## config.mk

```make
export PLATFORM = sky130hd
export DESIGN_NAME = mult_div_unit
export DESIGN_NICKNAME = d
export VERILOG_FILES = /design/src/rtl/mult_div_unit.sv
export SDC_FILE = /design/constraint.sdc
export NUM_CORES = 1
export LEC_CHECK = 0
export ABC_AREA = 1
export BUFFER_PORTS_ARGS = -buffer_cell sky130_fd_sc_hd__buf_2
export CAP_MARGIN = 25
export CORE_AREA = 8 8 226 228
export DETAILED_ROUTE_END_ITERATION = 10
export DIE_AREA = 0 0 234 236
export SYNTH_ARGS = -nofsm -noshare
export SYNTH_HDL_FRONTEND = slang
export SYNTH_SLANG_ARGS = --single-unit
```

## constraint.sdc

```tcl
create_clock -name clk -period 8.5 [get_ports clk]
set_clock_uncertainty 0.15 [all_clocks]
set_input_delay 0.85 -clock clk [delete_from_list [all_inputs] [get_ports clk]]
set_output_delay 0.85 -clock clk [all_outputs]
set_load 0.02 [all_outputs]
```

## src/rtl/mult_div_unit.sv

```systemverilog
// mult_div_unit: iterative HI/LO multiply/divide unit.
// 32 cycles per op: shift-add multiply, restoring divide.
module mult_div_unit #(
   parameter int WIDTH = 32
) (
   input  logic             clk,
   input  logic             rst,
   input  logic             start,
   input  logic [1:0]       op,
   input  logic [WIDTH-1:0] srcA,
   input  logic [WIDTH-1:0] srcB,
   input  logic             writeHi,
   input  logic             writeLo,
   input  logic [WIDTH-1:0] writeData,
   output logic             busy,
   output logic             done,
   output logic             divByZero,
   output logic [WIDTH-1:0] hi,
   output logic [WIDTH-1:0] lo
);

   typedef enum logic [1:0] {
      IDLE,
      RUN,
      DONE
   } state_t;

   state_t state, state_nxt;

   logic [4:0]         cnt;
   logic               is_div;
   logic               neg_res;
   logic               neg_a;
   logic               dz_q;
   logic [WIDTH-1:0]   a_q;
   logic [WIDTH-1:0]   d_q;
   logic [2*WIDTH-1:0] acc;

   logic               accept;
   logic               last;
   logic               sgn;
   logic [WIDTH-1:0]   mag_a;
   logic [WIDTH-1:0]   mag_b;

   logic [WIDTH:0]     add_sum;
   logic [WIDTH:0]     rem_sh;
   logic [WIDTH:0]     sub_diff;
   logic [2*WIDTH-1:0] acc_nxt;

   logic [2*WIDTH-1:0] prod;
   logic [WIDTH-1:0]   quo;
   logic [WIDTH-1:0]   rem;
   logic [WIDTH-1:0]   res_hi;
   logic [WIDTH-1:0]   res_lo;
   logic               res_dz;

   assign accept = start && (state != RUN);
   assign last   = (state == RUN) && (cnt == 5'd31);
   assign busy   = (state == RUN);
   // DONE always lasts exactly one cycle, so it doubles as the pulse
   assign done      = (state == DONE);
   assign divByZero = done && dz_q;

   // Signed ops work on magnitudes; signs are fixed up at the end
   assign sgn   = ~op[0];
   assign mag_a = (sgn && srcA[WIDTH-1]) ? -srcA : srcA;
   assign mag_b = (sgn && srcB[WIDTH-1]) ? -srcB : srcB;

   // State register
   always_ff @(posedge clk or posedge rst) begin
      if (rst) state <= IDLE;
      else     state <= state_nxt;
   end

   // Next-state logic
   always_comb begin
      state_nxt = state;
      unique case (state)
         IDLE:    if (start) state_nxt = RUN;
         RUN:     if (cnt == 5'd31) state_nxt = DONE;
         DONE:    state_nxt = start ? RUN : IDLE;
         default: state_nxt = IDLE;
      endcase
   end

   // One multiply or divide iteration on acc = {upper, lower}
   always_comb begin
      add_sum  = {1'b0, acc[2*WIDTH-1:WIDTH]}
               + (acc[0] ? {1'b0, d_q} : '0);
      rem_sh   = {acc[2*WIDTH-1:WIDTH], acc[WIDTH-1]};
      sub_diff = rem_sh - {1'b0, d_q};
      if (!is_div)
         acc_nxt = {add_sum, acc[WIDTH-1:1]};
      else if (sub_diff[WIDTH])
         acc_nxt = {rem_sh[WIDTH-1:0], acc[WIDTH-2:0], 1'b0};
      else
         acc_nxt = {sub_diff[WIDTH-1:0], acc[WIDTH-2:0], 1'b1};
   end

   // Sign correction and divide-by-zero override of the final value
   always_comb begin
      prod   = neg_res ? -acc_nxt : acc_nxt;
      quo    = acc_nxt[WIDTH-1:0];
      rem    = acc_nxt[2*WIDTH-1:WIDTH];
      res_dz = is_div && (d_q == '0);
      res_hi = prod[2*WIDTH-1:WIDTH];
      res_lo = prod[WIDTH-1:0];
      if (is_div) begin
         res_lo = neg_res ? -quo : quo;
         res_hi = neg_a ? -rem : rem;
      end
      if (res_dz) begin
         res_lo = '1;
         res_hi = a_q;
      end
   end

   // Operand latch, iteration state and HI/LO registers
   always_ff @(posedge clk or posedge rst) begin
      if (rst) begin
         cnt     <= '0;
         is_div  <= 1'b0;
         neg_res <= 1'b0;
         neg_a   <= 1'b0;
         dz_q    <= 1'b0;
         a_q     <= '0;
         d_q     <= '0;
         acc     <= '0;
         hi      <= '0;
         lo      <= '0;
      end else if (accept) begin
         cnt     <= '0;
         is_div  <= op[1];
         neg_res <= sgn && (srcA[WIDTH-1] ^ srcB[WIDTH-1]);
         neg_a   <= sgn && srcA[WIDTH-1];
         a_q     <= srcA;
         d_q     <= mag_b;
         acc     <= {{WIDTH{1'b0}}, mag_a};
      end else if (state == RUN) begin
         cnt <= cnt + 5'd1;
         acc <= acc_nxt;
         if (last) begin
            hi   <= res_hi;
            lo   <= res_lo;
            dz_q <= res_dz;
         end
      end else begin
         if (writeHi) hi <= writeData;
         if (writeLo) lo <= writeData;
      end
   end

endmodule

```

==> results.py, run 1 <==
metrics = {
    "outcome": {
        "status": "finished clean",
    },
    "synthesis": {
        "netlist_top_cells_count": "nand2_1, inv_1, nor2_1",
        "synth-compound-area-share": 0.1722,
        "synthMuxAreaShare": 0,
        "ys_top_cells_by_area": "dfrtp_1, nand2_1, inv_1",
        "netlist_instances": 3086,
        "synthMostInstantiatedCell": "nand2_1",
        "avgSynthCellArea_um2": 6.069,
        "synth_top_family_by_area": "simple AND/OR/NAND/NOR gates",
        "async_reset_ff_frac": 1.000,
        "yosysWarningCount": 0,
        "synth_top_cell_by_area": "dfrtp_1",
        "synth_ff_type": "dfrtp_1",
        "synth-edff-count": 0,
        "ys_seq_area_frac": 0.2712,
        "synthXorXnorAreaFrac": 0.02104,
        "synth_seq_cells": 203,
        "synthSimpleGateAreaFrac": 0.3754,
        "synth_nets": 3261,
        "netlist.area_leader.share": 0.2712,
        "yosysUniqueCellTypes": 66,
        "synthAdderAreaFrac": 0.04890,
        "synthesis.area_um2": 18730,
    },
    "floorplan": {
        "io_pins": 170,
        "coreArea_um2": 47350,
        "die_x_um": 234,
        "rows": 80,
        "chipHeight_um": 236,
        "initial_core_util": 0.3956,
        "dieArea_um2": 55220,
    },
    "critical_path": {
        "crit_top_cell": "nand2_1",
        "end_kind": "flip-flop",
        "cp-start-kind": "flip-flop",
        "critical_path.max_stage_delay_ns": 0.43,
        "path_class": "reg -> reg",
        "required_ns": 8.82,
        "r2r_cells": 35,
        "arrival_ns": 5.51,
        "cp_max_fo": 12,
        "crit_slowest_cell": "fa_1",
    },
    "routing": {
        "drt_iter0_markers": 2631,
        "wire_per_inst_um": 24.33,
        "antenna_left": 0,
        "routed_wl_um": 93650,
        "vias_per_cell": 5.676,
        "drc_errors": 0,
        "first_pass_iters": 6,
        "vias": 21850,
    },
    "layout": {
        "fill_cells": 5145,
        "stdcell_area_um2": 21160,
        "fin_cells": 3850,
        "drive_above_1_share": 0.1154,
        "area_growth_pct": 12.98,
        "nNetsFinal": 3386,
    },
    "cts": {
        "htree_num_levels": 1,
        "cts_tree": "done",
        "clock_sinks": 203,
        "clock_latency_ns": 0.59,
        "clock_path_buffers": 3,
        "cts_buffers": 28,
        "cts_root_buf": "clkbuf_16",
        "clk_pin_slew_ns": 0.07,
        "post_cts_buffers": 0,
        "hold_buffers": 0,
        "cts_resized": 0,
    },
    "place": {
        "gp_congestion": 0.9856,
        "place_hpwl_um": 75220,
        "io_buffer_count": 169,
        "dp_cells": 3794,
        "dpl_cell_area_um2": 20160,
    },
    "timing": {
        "setup_tns_ns": 0,
        "hold_slack_ns": 0.09794,
        "timing.final.crit_period_ns": 5.187,
        "rsz0062_at_grt": "false",
        "fin_crit_sh": 0.6103,
        "worst_pin_slew_ns": 1.174,
        "hold_viol_final": 0,
        "setup_viol": 0,
        "slew_viol_final": 0,
        "slew_headroom": 0.2172,
        "fmaxAchievable_mhz": 192.8,
    },
    "global_routing": {
        "grt_pass1_wl_um": 137400,
        "gr-total-overflow": 0,
        "grt_pass1_vias": 20930,
        "grt_use_total": 0.3331,
        "antenna_found_initial": 10,
        "grt_max_degree": 164,
    },
    "min_path": {
        "hp-class": "in -> async",
    },
    "job": {
        "maxCapViolCount": 0,
    },
}
-- final timing paths --
| check | from | to | slack [ns] |
|---|---|---|---|
| max | acc[31] | hi[18] | 3.31 |
| min | rst | hi[26] | 0.1 |
| max reg2reg | acc[31] | hi[18] | 3.31 |
| min reg2reg | a_q[6] | a_q[6] | 0.33 |
| max in group asynchronous | rst | is_div | 6.56 |
| min in group clk | a_q[6] | a_q[6] | 0.33 |
-- area by class of cell --
cell class                      count  area [µm²]  area share
Clock inverter                     14       188.9    0.008929
Multi-Input combinational cell   2352       11600      0.5482
Antenna cell                        3       7.507   0.0003548
Sequential cell                   203        5085      0.2403
Timing Repair Buffer              201        1119     0.05286
Inverter                          425        1605     0.07586
Tap cell                          615       769.5     0.03636
Clock buffer                       37       785.8     0.03713
-- flip-flops by register name, indices dropped and copies added (netlist names), 2 cells and up --
name / flops
acc: 64
a_q: 32
d_q: 32
hi: 32
lo: 32
cnt: 5
state: 2
-- per-layer routing --
| layer | global-route usage | routed length, µm |
|---|---|---|
| met1 | 0.4744 | 41030 |
| met2 | 0.4734 | 38270 |
| met3 | 0.1071 | 11490 |
| met4 | 0.09346 | 2832 |
| met5 | 0 | 42 |
-- critical path: cells and delay by family, from the launching register on --
kind,cells,cell delay [ns]
buffers and inverters,4,0.37
DFF,1,0.39
adders and majority gates,3,0.74
and+or+nand+nor,26,3.14
AOI/OAI and AO/OA,2,0.27
-- stage by stage --
step	worst slack, ns	utilization
floorplan	1.961	-
global placement	3.523	0.4251
detailed placement	3.408	0.4257
CTS	3.379	0.4463
global route	2.824	0.4468
finish	3.313	0.4469
-- kinds of logic after synthesis --
| family | after synthesis |
|---|---|
| AO/OA/AOI/OAI | 573 |
| AND/OR/NAND/NOR | 1662 |
| flip-flops | 203 |
| buffers and inverters | 531 |
| XOR/XNOR | 45 |
| adder cells (fa/ha/maj) | 72 |
-- placed cells by master, fill, tap and decap left out, types with 4 or more instances in the layout --
cell type / n
inv_2: 13
o2111ai_1: 6
nand4_1: 30
xor2_1: 31
nor2_4: 4
clkbuf_1: 5
a21oi_1: 219
a41oi_1: 6
o21bai_1: 11
o22ai_1: 19
buf_4: 28
nand2_1: 929
a221oi_1: 4
nand3_1: 208
a31oi_1: 23
nor2_1: 347
nor4_1: 10
clkinv_2: 4
ha_1: 70
nor3_1: 31
o311ai_0: 5
o21ai_1: 23
clkbuf_16: 29
nand2_2: 24
nand3b_1: 9
nor2_2: 16
dfrtp_1: 201
inv_1: 407
nor3_2: 9
bufinv_16: 4
xnor2_1: 14
nand3_2: 6
o211ai_1: 10
o21ai_0: 203
or2_2: 20
a21oi_2: 12
nand2_4: 5
buf_2: 169
o21a_1: 4
Power of run 1 is not shown: default switching activity piles up to over one toggle a cycle in this logic, so the estimate is an artifact.
==> run 2: changes to the inputs <==
==> constraint.sdc (replaced) <==
create_clock -name clk -period 4.17 [get_ports clk]
set_clock_uncertainty 0.15 [all_clocks]
set_input_delay 0.417 -clock clk [delete_from_list [all_inputs] [get_ports clk]]
set_output_delay 0.417 -clock clk [all_outputs]
set_load 0.02 [all_outputs]
==> run 2 against run 1 <==
  * The run now ends with setup timing left
  * Setup slack lost 3.5 ns
  * Critical endpoint unchanged
  * Worst hold slack lost 0.072 ns
  * Global-route usage grew 0.16 points
  * Critical path type unchanged
==> results.py, run 2 (synthesized netlist as in run 1, its figures left out) <==
metrics = {
    "cts": {
        "cts_tree": "done",
        "clock_latency_ns": 0.58,
        "cts_buffers": 25,
        "clk_pin_slew_ns": 0.07,
        "clock_path_buffers": 3,
        "cts_root_buf": "clkbuf_16",
        "htree_num_levels": 1,
        "clock_sinks": 203,
    },
    "outcome": {
        "violations": "setup timing",
        "status": "finished, violations left",
    },
    "critical_path": {
        "required_ns": 4.46,
        "cp_max_fo": 5,
        "arrival_ns": 4.64,
        "critical_path.max_stage_delay_ns": 0.40,
        "crit_slowest_cell": "fa_2",
        "end_kind": "flip-flop",
        "cp-start-kind": "flip-flop",
        "path_class": "reg -> reg",
    },
    "timing": {
        "fin_ws_ns": -0.1744,
        "worst_pin_slew_ns": 0.8071,
        "setup_viol": 19,
        "timing.final.crit_period_ns": 4.344,
        "fin_crit_sh": 1.042,
        "slew_viol_final": 0,
        "hold_slack_ns": 0.02581,
        "fmaxAchievable_mhz": 230.2,
        "rsz0062_at_grt": "true",
        "setup_tns_ns": -1.515,
        "slew_headroom": 0.4562,
        "hold_viol_final": 0,
    },
    "routing": {
        "wire_per_inst_um": 22.32,
        "antenna_left": 0,
        "vias_per_cell": 5.497,
        "drt_iter0_markers": 2455,
        "first_pass_iters": 5,
        "routed_wl_um": 94670,
        "vias": 23310,
        "drc_errors": 0,
    },
    "layout": {
        "nNetsFinal": 3781,
        "most-common-layout-cells": "nand2_1, inv_1, buf_4",
        "regMostFlops": "acc",
        "drive_above_1_share": 0.2409,
        "largest_register_ff_count": 64,
        "fill_cells": 4941,
        "final_common_cell": "nand2_1",
        "stdcell_area_um2": 24780,
        "area_growth_pct": 32.31,
    },
    "place": {
        "dp_slack_ns": -0.1086,
        "io_buffer_count": 169,
        "dpl_cell_area_um2": 22960,
        "gp_congestion": 1.006,
        "place_hpwl_um": 76490,
    },
    "global_routing": {
        "grt_max_degree": 154,
        "grt_pass1_wl_um": 140500,
        "gr-total-overflow": 0,
        "antenna_found_initial": 6,
        "grt_pass1_vias": 22200,
        "grt_use_total": 0.3347,
    },
    "floorplan": {
        "io_pins": 170,
        "die_x_um": 234,
        "initial_core_util": 0.3956,
        "rows": 80,
        "chipHeight_um": 236,
        "coreArea_um2": 47350,
        "dieArea_um2": 55220,
    },
    "job": {
        "maxCapViolCount": 0,
    },
    "min_path": {
        "hp-class": "in -> reg",
    },
}
run 2: worst max-delay path: cells and delay by family, from the launching register on:
kind / cells / cell delay, ns
AO/OA/AOI/OAI: 2 / 0.29
adder cells (fa/ha/maj): 3 / 0.67
buffers and inverters: 4 / 0.25
flip-flops: 1 / 0.39
AND/OR/NAND/NOR: 26 / 2.50
run 2: timing repair:
action | in CTS | in global routing
buffers inserted | 3 | 19
endpoints found under the setup margin | 22 | 34
gates resized for setup | 10 | 168
hold endpoints to repair | 29 | 0
hold buffers | 18 | 0
pin swaps | 0 | 50
run 2: path summary, 6_finish.rpt:
kind                           end  cells past startpoint  slack, ns     start
max                         hi[18]                     35      -0.17   acc[31]
min                        d_q[24]                      3       0.03  srcB[24]
max reg2reg                 hi[18]                     35      -0.17   acc[31]
min reg2reg                 a_q[1]                      2       0.32    a_q[1]
max in group asynchronous  acc[12]                      4       2.86       rst
min in group asynchronous   hi[18]                      3       0.26       rst
run 2: routing by layer:
| layer | share of wire | vias up | GRT usage |
|---|---|---|---|
| li1 | - | 11020 | - |
| met1 | 0.45 | 11090 | 0.4860 |
| met2 | 0.42 | 1051 | 0.4891 |
| met3 | 0.10 | 148 | 0.08390 |
| met4 | 0.027 | 2 | 0.07858 |
| met5 | 0.00013 | - | 0 |
run 2: cell type report:
type / count / area (µm²) / area share
Timing Repair Buffer: 599 / 4292 / 0.1732
Multi-Input combinational cell: 2352 / 12230 / 0.4934
Clock inverter: 13 / 108.9 / 0.004393
Antenna cell: 2 / 5.005 / 0.0002020
Sequential cell: 203 / 5085 / 0.2052
Inverter: 425 / 1602 / 0.06463
Clock buffer: 32 / 691.9 / 0.02792
Tap cell: 615 / 769.5 / 0.03105
run 2: metrics by stage:
stage | instances | util
2_1_floorplan | 3086 | -
3_3_place_gp | 4153 | 0.4845
3_5_place_dp | 4154 | 0.4850
4_1_cts | 4220 | 0.5071
5_1_grt | 4240 | 0.5234
6_report | 4241 | 0.5234
Power of run 2 is left out for the same reason.
